===== src/rtl/uart_irq_ctrl_pkg.sv =====
// Shared constants for the UART interrupt controller: default sizing, IIR encodings, source indices.
// Combinational constants only; no latency, no backpressure.
package uart_irq_ctrl_pkg;

  localparam int DEF_NUM_SRC   = 5;
  localparam int DEF_ID_W      = 3;
  localparam int DEF_HOLDOFF_W = 8;

  // Only THRE clears on an IIR read, matching the classic 16550.
  localparam logic [DEF_NUM_SRC-1:0] DEF_CLR_ON_IIR = 5'b01000;

  localparam logic IIR_IP_NONE = 1'b1;

  typedef enum logic [2:0] {
    SRC_RLS  = 3'd0,
    SRC_RDA  = 3'd1,
    SRC_CTI  = 3'd2,
    SRC_THRE = 3'd3,
    SRC_MS   = 3'd4
  } src_idx_e;

endpackage


===== src/rtl/uart_irq_ctrl_if.sv =====
// Register-file side bundle of the interrupt controller: sources, enables, strobes and IIR/int outputs.
// Wires only; no latency, strobes are single-cycle with no backpressure.
interface uart_irq_ctrl_if
  import uart_irq_ctrl_pkg::*;
#(
  parameter int NUM_SRC   = DEF_NUM_SRC,
  parameter int ID_W      = DEF_ID_W,
  parameter int HOLDOFF_W = DEF_HOLDOFF_W
);

  logic [NUM_SRC-1:0]   src_i;
  logic [NUM_SRC-1:0]   ier_i;
  logic [NUM_SRC-1:0]   edge_mode_i;
  logic [NUM_SRC-1:0]   src_clr_i;
  logic                 iir_read_i;
  logic [HOLDOFF_W-1:0] holdoff_i;
  logic [NUM_SRC-1:0]   pnd_o;
  logic [ID_W-1:0]      iir_id_o;
  logic                 iir_ip_o;
  logic                 int_o;

  modport master (
    output src_i, ier_i, edge_mode_i, src_clr_i, iir_read_i, holdoff_i,
    input  pnd_o, iir_id_o, iir_ip_o, int_o
  );

  modport slave (
    input  src_i, ier_i, edge_mode_i, src_clr_i, iir_read_i, holdoff_i,
    output pnd_o, iir_id_o, iir_ip_o, int_o
  );

endinterface


===== src/rtl/uart_irq_src.sv =====
// One interrupt source: input delay, rise detect and the pending flop (edge-latched or level).
// Pending updates on the same edge that samples the source; no backpressure.
module uart_irq_src (
  input  logic clk,
  input  logic wb_rst_i,
  input  logic src,
  input  logic ier,
  input  logic edge_mode,
  input  logic src_clr,
  input  logic iir_clr,
  output logic pnd
);

  logic src_d;
  logic rise;

  assign rise = src & ~src_d;

  always_ff @(posedge clk) begin
    if (wb_rst_i) begin
      src_d <= 1'b0;
      pnd   <= 1'b0;
    end else begin
      src_d <= src;
      if (edge_mode) begin
        // A fresh edge wins over any clear in the same cycle so no event is lost.
        if (rise)
          pnd <= 1'b1;
        else if (src_clr | iir_clr)
          pnd <= 1'b0;
        else
          pnd <= pnd & ier;
      end else begin
        pnd <= src & ier;
      end
    end
  end

endmodule


===== src/rtl/uart_irq_ctrl.sv =====
// NUM_SRC-source interrupt pending/priority controller with IIR registers and an int_o holdoff timer.
// pnd_o one edge after the source, IIR/int_o one edge after pnd_o; strobes are never backpressured.
module uart_irq_ctrl
  import uart_irq_ctrl_pkg::*;
#(
  parameter int                 NUM_SRC    = DEF_NUM_SRC,
  parameter int                 ID_W       = DEF_ID_W,
  parameter int                 HOLDOFF_W  = DEF_HOLDOFF_W,
  parameter logic [NUM_SRC-1:0] CLR_ON_IIR = NUM_SRC'(DEF_CLR_ON_IIR)
) (
  input  logic            clk,
  input  logic            wb_rst_i,
  uart_irq_ctrl_if.slave  irq
);

  logic [NUM_SRC-1:0]   pnd;
  logic [NUM_SRC-1:0]   iir_clr;
  logic [NUM_SRC-1:0]   mp;
  logic [ID_W-1:0]      id;
  logic                 any;
  logic                 int_nxt;
  logic [ID_W-1:0]      iir_id_q;
  logic                 iir_ip_q;
  logic                 int_q;
  logic [HOLDOFF_W-1:0] hcnt;

  for (genvar g = 0; g < NUM_SRC; g++) begin : g_src
    // Uses the registered IIR so only the source the CPU actually sees is cleared.
    assign iir_clr[g] = irq.iir_read_i & CLR_ON_IIR[g] & ~iir_ip_q & (iir_id_q == ID_W'(g));

    uart_irq_src u_src (
      .clk       (clk),
      .wb_rst_i  (wb_rst_i),
      .src       (irq.src_i[g]),
      .ier       (irq.ier_i[g]),
      .edge_mode (irq.edge_mode_i[g]),
      .src_clr   (irq.src_clr_i[g]),
      .iir_clr   (iir_clr[g]),
      .pnd       (pnd[g])
    );
  end

  assign mp = pnd & irq.ier_i;

  always_comb begin
    id  = '0;
    any = |mp;
    for (int i = NUM_SRC - 1; i >= 0; i--) begin
      if (mp[i])
        id = ID_W'(i);
    end
  end

  assign int_nxt = any & (hcnt == '0);

  always_ff @(posedge clk) begin
    if (wb_rst_i) begin
      iir_id_q <= '0;
      iir_ip_q <= IIR_IP_NONE;
      int_q    <= 1'b0;
      hcnt     <= '0;
    end else begin
      iir_id_q <= any ? id : '0;
      iir_ip_q <= ~any;
      int_q    <= int_nxt;
      // holdoff_i is only sampled on the falling edge of int_o.
      if (int_q && !int_nxt)
        hcnt <= irq.holdoff_i;
      else if (hcnt != '0)
        hcnt <= hcnt - 1'b1;
    end
  end

  assign irq.pnd_o    = pnd;
  assign irq.iir_id_o = iir_id_q;
  assign irq.iir_ip_o = iir_ip_q;
  assign irq.int_o    = int_q;

endmodule


===== src/flat_wrapper.sv =====
// flat-port wrapper written by rule: the top's interface ports become plain ports
module uart_irq_ctrl_flat import uart_irq_ctrl_pkg::*;
#(
  parameter int                 NUM_SRC    = DEF_NUM_SRC,
  parameter int                 ID_W       = DEF_ID_W,
  parameter int                 HOLDOFF_W  = DEF_HOLDOFF_W,
  parameter logic [NUM_SRC-1:0] CLR_ON_IIR = NUM_SRC'(DEF_CLR_ON_IIR)
)
  (clk, wb_rst_i, irq_src_i, irq_ier_i, irq_edge_mode_i, irq_src_clr_i, irq_iir_read_i, irq_holdoff_i, irq_pnd_o, irq_iir_id_o, irq_iir_ip_o, irq_int_o);
  uart_irq_ctrl_if #(.NUM_SRC(NUM_SRC), .ID_W(ID_W), .HOLDOFF_W(HOLDOFF_W)) irq_i ();
  input  logic clk;
  input  logic wb_rst_i;
  input wire logic [$bits(irq_i.src_i)-1:0] irq_src_i;
  input wire logic [$bits(irq_i.ier_i)-1:0] irq_ier_i;
  input wire logic [$bits(irq_i.edge_mode_i)-1:0] irq_edge_mode_i;
  input wire logic [$bits(irq_i.src_clr_i)-1:0] irq_src_clr_i;
  input wire logic [$bits(irq_i.iir_read_i)-1:0] irq_iir_read_i;
  input wire logic [$bits(irq_i.holdoff_i)-1:0] irq_holdoff_i;
  output wire logic [$bits(irq_i.pnd_o)-1:0] irq_pnd_o;
  output wire logic [$bits(irq_i.iir_id_o)-1:0] irq_iir_id_o;
  output wire logic [$bits(irq_i.iir_ip_o)-1:0] irq_iir_ip_o;
  output wire logic [$bits(irq_i.int_o)-1:0] irq_int_o;
  assign irq_i.src_i = irq_src_i;
  assign irq_i.ier_i = irq_ier_i;
  assign irq_i.edge_mode_i = irq_edge_mode_i;
  assign irq_i.src_clr_i = irq_src_clr_i;
  assign irq_i.iir_read_i = irq_iir_read_i;
  assign irq_i.holdoff_i = irq_holdoff_i;
  assign irq_pnd_o = irq_i.pnd_o;
  assign irq_iir_id_o = irq_i.iir_id_o;
  assign irq_iir_ip_o = irq_i.iir_ip_o;
  assign irq_int_o = irq_i.int_o;
  uart_irq_ctrl #(.NUM_SRC(NUM_SRC), .ID_W(ID_W), .HOLDOFF_W(HOLDOFF_W), .CLR_ON_IIR(CLR_ON_IIR)) u_core (.clk(clk), .wb_rst_i(wb_rst_i), .irq(irq_i));
endmodule

===== config.mk =====
export PLATFORM = sky130hd
export DESIGN_NAME = uart_irq_ctrl_flat
export DESIGN_NICKNAME = d
export VERILOG_FILES = /design/src/rtl/uart_irq_ctrl_pkg.sv /design/src/rtl/uart_irq_ctrl_if.sv /design/src/rtl/uart_irq_src.sv /design/src/rtl/uart_irq_ctrl.sv /design/src/flat_wrapper.sv
export SDC_FILE = /design/constraint.sdc
export NUM_CORES = 1
export LEC_CHECK = 0
export CAP_MARGIN = 20
export CORE_MARGIN = 2
export CORE_UTILIZATION = 49
export CTS_BUF_LIST = sky130_fd_sc_hd__clkbuf_4 sky130_fd_sc_hd__clkbuf_8
export CTS_CLUSTER_DIAMETER = 200
export CTS_CLUSTER_SIZE = 14
export DETAILED_ROUTE_END_ITERATION = 10
export PLACE_DENSITY = 0.87
export SLEW_MARGIN = 20
export SYNTH_ARGS = -nofsm -noshare
export SYNTH_HDL_FRONTEND = slang
export SYNTH_SLANG_ARGS = --single-unit

===== constraint.sdc =====
create_clock -name clk -period 5.9 [get_ports clk]
set_clock_uncertainty 0.1 [all_clocks]
set_input_delay 0.885 -clock clk [delete_from_list [all_inputs] [get_ports clk]]
set_output_delay 0.885 -clock clk [all_outputs]
set_load 0.01 [all_outputs]

Word-level counts from Yosys, hierarchy flattened
Index checks and enable logic that the tools add are counted.

storage, ports and cells
  bits in registers = 23
  bits in latches = 0
  bits in writable memories = 0
  ROM bits = 0
  input port bits = 31
  output and inout port bits = 10
  word-level logic and storage cells = 75
  memories kept = 0

cells by class
  add/sub/neg operators = 1
  multipliers = 0
  divide/modulo/power cells = 0
  $lt $le $gt $ge = 0
  eq/ne operators = 1
  shift operators = 0
  muxes and demuxes = 21
  bitwise logic cells = 27
  reductions and logical operators = 9

operator list
  cell                                                 number
  bitwise AND 1 bit                                    18
  two-way mux 1 bit                                    16
  two-way mux 8 bit                                    2
  zero test 8 bit                                      1
  nonzero test 8 bit                                   1
  subtractor 8 x 1 -> 8 bit, second input constant     1
  inverter 1 bit                                       7
  OR reduction 6 bit                                   1
  bitwise AND 5 bit                                    1
  OR reduction 5 bit                                   1
  two-way mux 2 bit                                    2
  OR reduction 4 bit                                   1
  equality test 3 x 2 -> 1 bit, second input constant  1
  two-way mux 3 bit                                    1
  OR reduction 3 bit                                   1
  nonzero test 2 bit                                   1
  logical AND 1 bit                                    1
  zero test 1 bit                                      1
  OR 1 bit                                             1

Depth between registers and ports, before layout
  depth after elaboration = 7
  depth in mapped cells = 6
  gate-level depth less buffers = 6

Hierarchy
From an unflattened synthesis, not the netlist that was laid out.

unflattened totals
  cells, all modules = 119
  area total of the unflattened synthesis = 1141.1 µm²

by module, submodules not included
  module         times used  cells each  area an instance (µm²)  sequential area each (µm²)
  uart_irq_ctrl  1           79          734.5                   260.2
  uart_irq_src   5           8           81.3                    40.0

Worst setup path before layout
Ideal clock, no wire load.

  path kind = reg-to-reg
  start = reg u_core.hcnt[2]
  end = reg u_core.hcnt[6]
  library setup time = 0.134 ns
  arrival = 1.733 ns
  data required time = 5.666 ns
  path slack = 3.933 ns
  stages on the path, launching flop included = 5
  path buffers = 0
  period minus slack after synthesis = 1.967 ns
  path through = dfxtp_1 -> or4_4 -> or4b_4 -> o21ai_4 -> o32ai_1

between the ends
  word-level cells in the longest chain between the ends = 5
  elaborated cells on any way between the ends = 9
  those cells by class = 1 x add/sub; 2 x mux; 1 x bitwise; 5 x reduce/logical

RTL lines
  element                                                                            RTL line             RTL
  from (decl)                                                                        uart_irq_ctrl.sv:25  logic [HOLDOFF_W-1:0] hcnt;
  from (signal assigned)                                                             uart_irq_ctrl.sv:68  hcnt <= irq.holdoff_i;
  from (signal assigned)                                                             uart_irq_ctrl.sv:70  hcnt <= hcnt - 1'b1;
  parallel branches: the longest is 5 deep, another holds subtractor 8 x 1 -> 8 bit  -

Several ways; the timed one is not identified. The select of a mux whose other input is x is not followed.
A chain may end at the register's enable or synchronous reset.

Worst setup path after layout
  start = reg u_core.int_q (netlist: u_core.irq.int_o)
  end = out irq_int_o

RTL lines
  element                 RTL line             RTL
  from (decl)             uart_irq_ctrl.sv:24  logic int_q;
  from (signal assigned)  uart_irq_ctrl.sv:65  int_q <= int_nxt;
  to (decl)               flat_wrapper.sv:22   output wire logic [$bits(irq_i.int_o)-1:0] irq_int_o;

No word-level cell between the ends.

==> flow_summary.yaml <==
detailed_routing:
  drt-total-wl_mm: 2.51
  vias_per_cell: 5.45
  route.detailed.drc: 0
  drt_pass1_iterations: 4
  drtIter0Drc: 19
  ant_nets: 0
  vias: 1040
  post_drt_wl_per_cell_um: 13.1
floorplanning:
  num_rows: 17
  start_util: 0.515
  die_h_um: 52.0
  ios: 41
  die_w_um: 52.0
  core_mm2: 0.00219
  fp.dieArea_mm2: 0.00270
sta:
  min_period_over_period: 0.417
  period_minus_slack_ns: 2.46
  drv_slew: 0
  rsz0062_at_grt: "no"
  relSlewSlack: 0.431
  setup-tns-final_ns: 0
  fmax_mhz: 406
  hold_violations: 0
  setup_viol: 0
  fin_hold_ws_ns: 0.433
  worst_pin_slew_ns: 0.850
  fin_ws_ns: 3.44
power_and_ir_drop:
  power.total_w: 0.000506
  p_per_area_mw_per_mm2: 327
  ir_drop_v: 0.000232
  p_leak_nw: 0.566
critical_path:
  critPathBufInv: 1
  crit_start: "u_core.irq.int_o$_SDFF_PP0_"
  path_delay_family: "buffers and inverters"
  crit_fanout: 10
  critPathKind: "reg2out"
  worstPathArrival_ns: 1.48
  cp_slowest_cell: "clkdlybuf4s50_1"
  crit_chain: "clkdlybuf4s50_1"
  startpoint_type: "flip-flop"
  critPathMaxStageDelay_ns: 0.61
  required_ns: 4.91
  cp-end-kind: "output pin"
  reg2reg_from: "u_core.hcnt[2]$_SDFFE_PP0P_"
global_route:
  grt_pass1_vias: 961
  track_usage: 0.197
  grt_pass1_wl_mm: 4.06
  grt-ovfl-total: 0
  antenna_found_initial: 0
  grt_max_degree: 27
cts:
  numClockSinks: 23
  clkTransAtPathRegs_ns: 0.13
  insertion_delay_ns: 0.30
  cts_resized: 0
  cts_tree: "built"
  cts_buffer_depth: 2
  numCtsBuffers: 3
  cts_hold_buffers: 0
  cts_setup_buffers: 0
  cts_max_level: 1
  cts-root-buf: "clkbuf_4"
synthesis:
  syn_area_mm2: 0.00113
  synthCells: 126
  synth_top_area_cell: "dfxtp_1"
  yosysTopAreaCellShare: 0.408
  avgSynthCellArea_um2: 8.95
  ys_ff_latch: 23
  synth_ff_type: "dfxtp_1"
  yosys-top-cells-area: "dfxtp_1 (41%), nand2b_1 (4.4%), inv_1 (4.0%), o32ai_1 (3.9%), nor2_1 (3.7%)"
  yosys.cell_types.count: 34
  mappedNetlistNets: 159
  async_flop_share: 0
  yosysWarnings: 0
  synth_edf_count: 0
  yosysSeqAreaShare: 0.408
final_layout:
  num_antenna_cells: 0
  nets: 197
  stdcell_count: 191
  final_layout_size_suffix_gt1_frac: 0.0552
  synthToLayoutAreaGrowth_pct: 37.3
place:
  place_congestion: 0.793
  place_ws_ns: 3.31
  port_buffers: 40
  place_hpwl_mm: 2.01
  dp.cells: 187
outcome:
  status: "finished, final reports clean"
run:
  drv_cap: 0
hold_path:
  worstHoldStart: "u_core.g_src[3].u_src.pnd$_SDFF_PP0_"
  hold_path_class: "reg2reg"
==> synth_stat cells, drive strengths merged, types with 2 or more instances <==
cell type / count
dfxtp: 23
inv: 12
nor2: 11
nand2b: 8
nand2: 6
o21ai: 6
buf: 5
o211ai: 5
o32ai: 5
a32oi: 4
nand3b: 4
xnor2: 4
a21oi: 3
nand3: 3
nor3: 3
a31oi: 2
clkbuf: 2
ha: 2
mux2i: 2
nor2b: 2
nor3b: 2
==> logic make-up (layout without fill, tap and decap cells) <==
kind of cell / after synthesis / after routing / share of synthesized area
AND/OR/NAND/NOR: 49 / 49 / 0.256
AO/OA/AOI/OAI: 27 / 27 / 0.184
XOR/XNOR: 4 / 4 / 0.0311
multiplexers: 2 / 2 / 0.0178
flip-flops: 23 / 23 / 0.408
buffers and inverters: 19 / 56 / 0.0799
adder cells (fa/ha/maj): 2 / 2 / 0.0222
==> sequential cells by signal, summed over array words and instances (netlist names) <==
register                  cells
u_core.g_src.u_src.pnd        5
u_core.g_src.u_src.src_d      5
u_core.hcnt                   8
u_core.irq.iir_id_o           3
u_core.irq.iir_ip_o           1
u_core.irq.int_o              1
==> routing by layer <==
metal,share of wire,vias to the layer above,wire (um),GRT usage
met2,0.49,17,1240,0.350
met4,0.010,0,25,0.0526
li1,-,524,-,-
met3,0.028,2,70,0.0201
met1,0.47,497,1170,0.252
met5,0,-,0,0
==> layout make-up <==
class                   instances  area (um^2)
clock buffers                   4         30.0
fillers                       179          643
inverters                      12         45.0
multi-input cells              84          577
flip-flops and latches         23          460
well taps                      28         35.0
repair buffers                 40          400
==> where the power goes <==
part           internal [W]  switching (W)
combinational      0.000118      0.0000995
clock             0.0000309      0.0000448
sequential         0.000184      0.0000297
==> per-stage QoR <==
stage           util  instance area [um^2]
2_1_floorplan      -                  1130
3_3_place_gp   0.693                  1520
6_report       0.706                  1550
5_1_grt        0.706                  1550
3_5_place_dp   0.693                  1520
4_1_cts        0.706                  1550
==> cell usage in the layout (no fill, tap or decap), types with 2 or more instances in the layout <==
cell type and instances:
nand2_1 6, nand3b_1 4, ha_1 2, o21ai_0 5, clkbuf_4 4, a21oi_1 3
clkdlybuf4s50_1 40, nand3_1 3, a31oi_1 2, mux2i_1 2, nor2b_1 2, nor3b_1 2
xnor2_1 4, o211ai_1 5, nand2b_1 8, o32ai_1 5, dfxtp_1 23, nor3_1 3
nor2_1 11, inv_1 12, a32oi_1 4
==> final timing paths <==
kind | slack, ns | to | cells after the start
hold reg to reg | 0.43 | u_core.irq.iir_id_o[0]$_SDFF_PP0_ | 2
setup / recovery | 3.44 | irq_int_o | 1
setup reg to reg | 3.77 | u_core.hcnt[4]$_SDFFE_PP0P_ | 4
hold / removal | 0.43 | u_core.irq.iir_id_o[0]$_SDFF_PP0_ | 2
No activity file was read; power rests on OpenSTA's default activity.
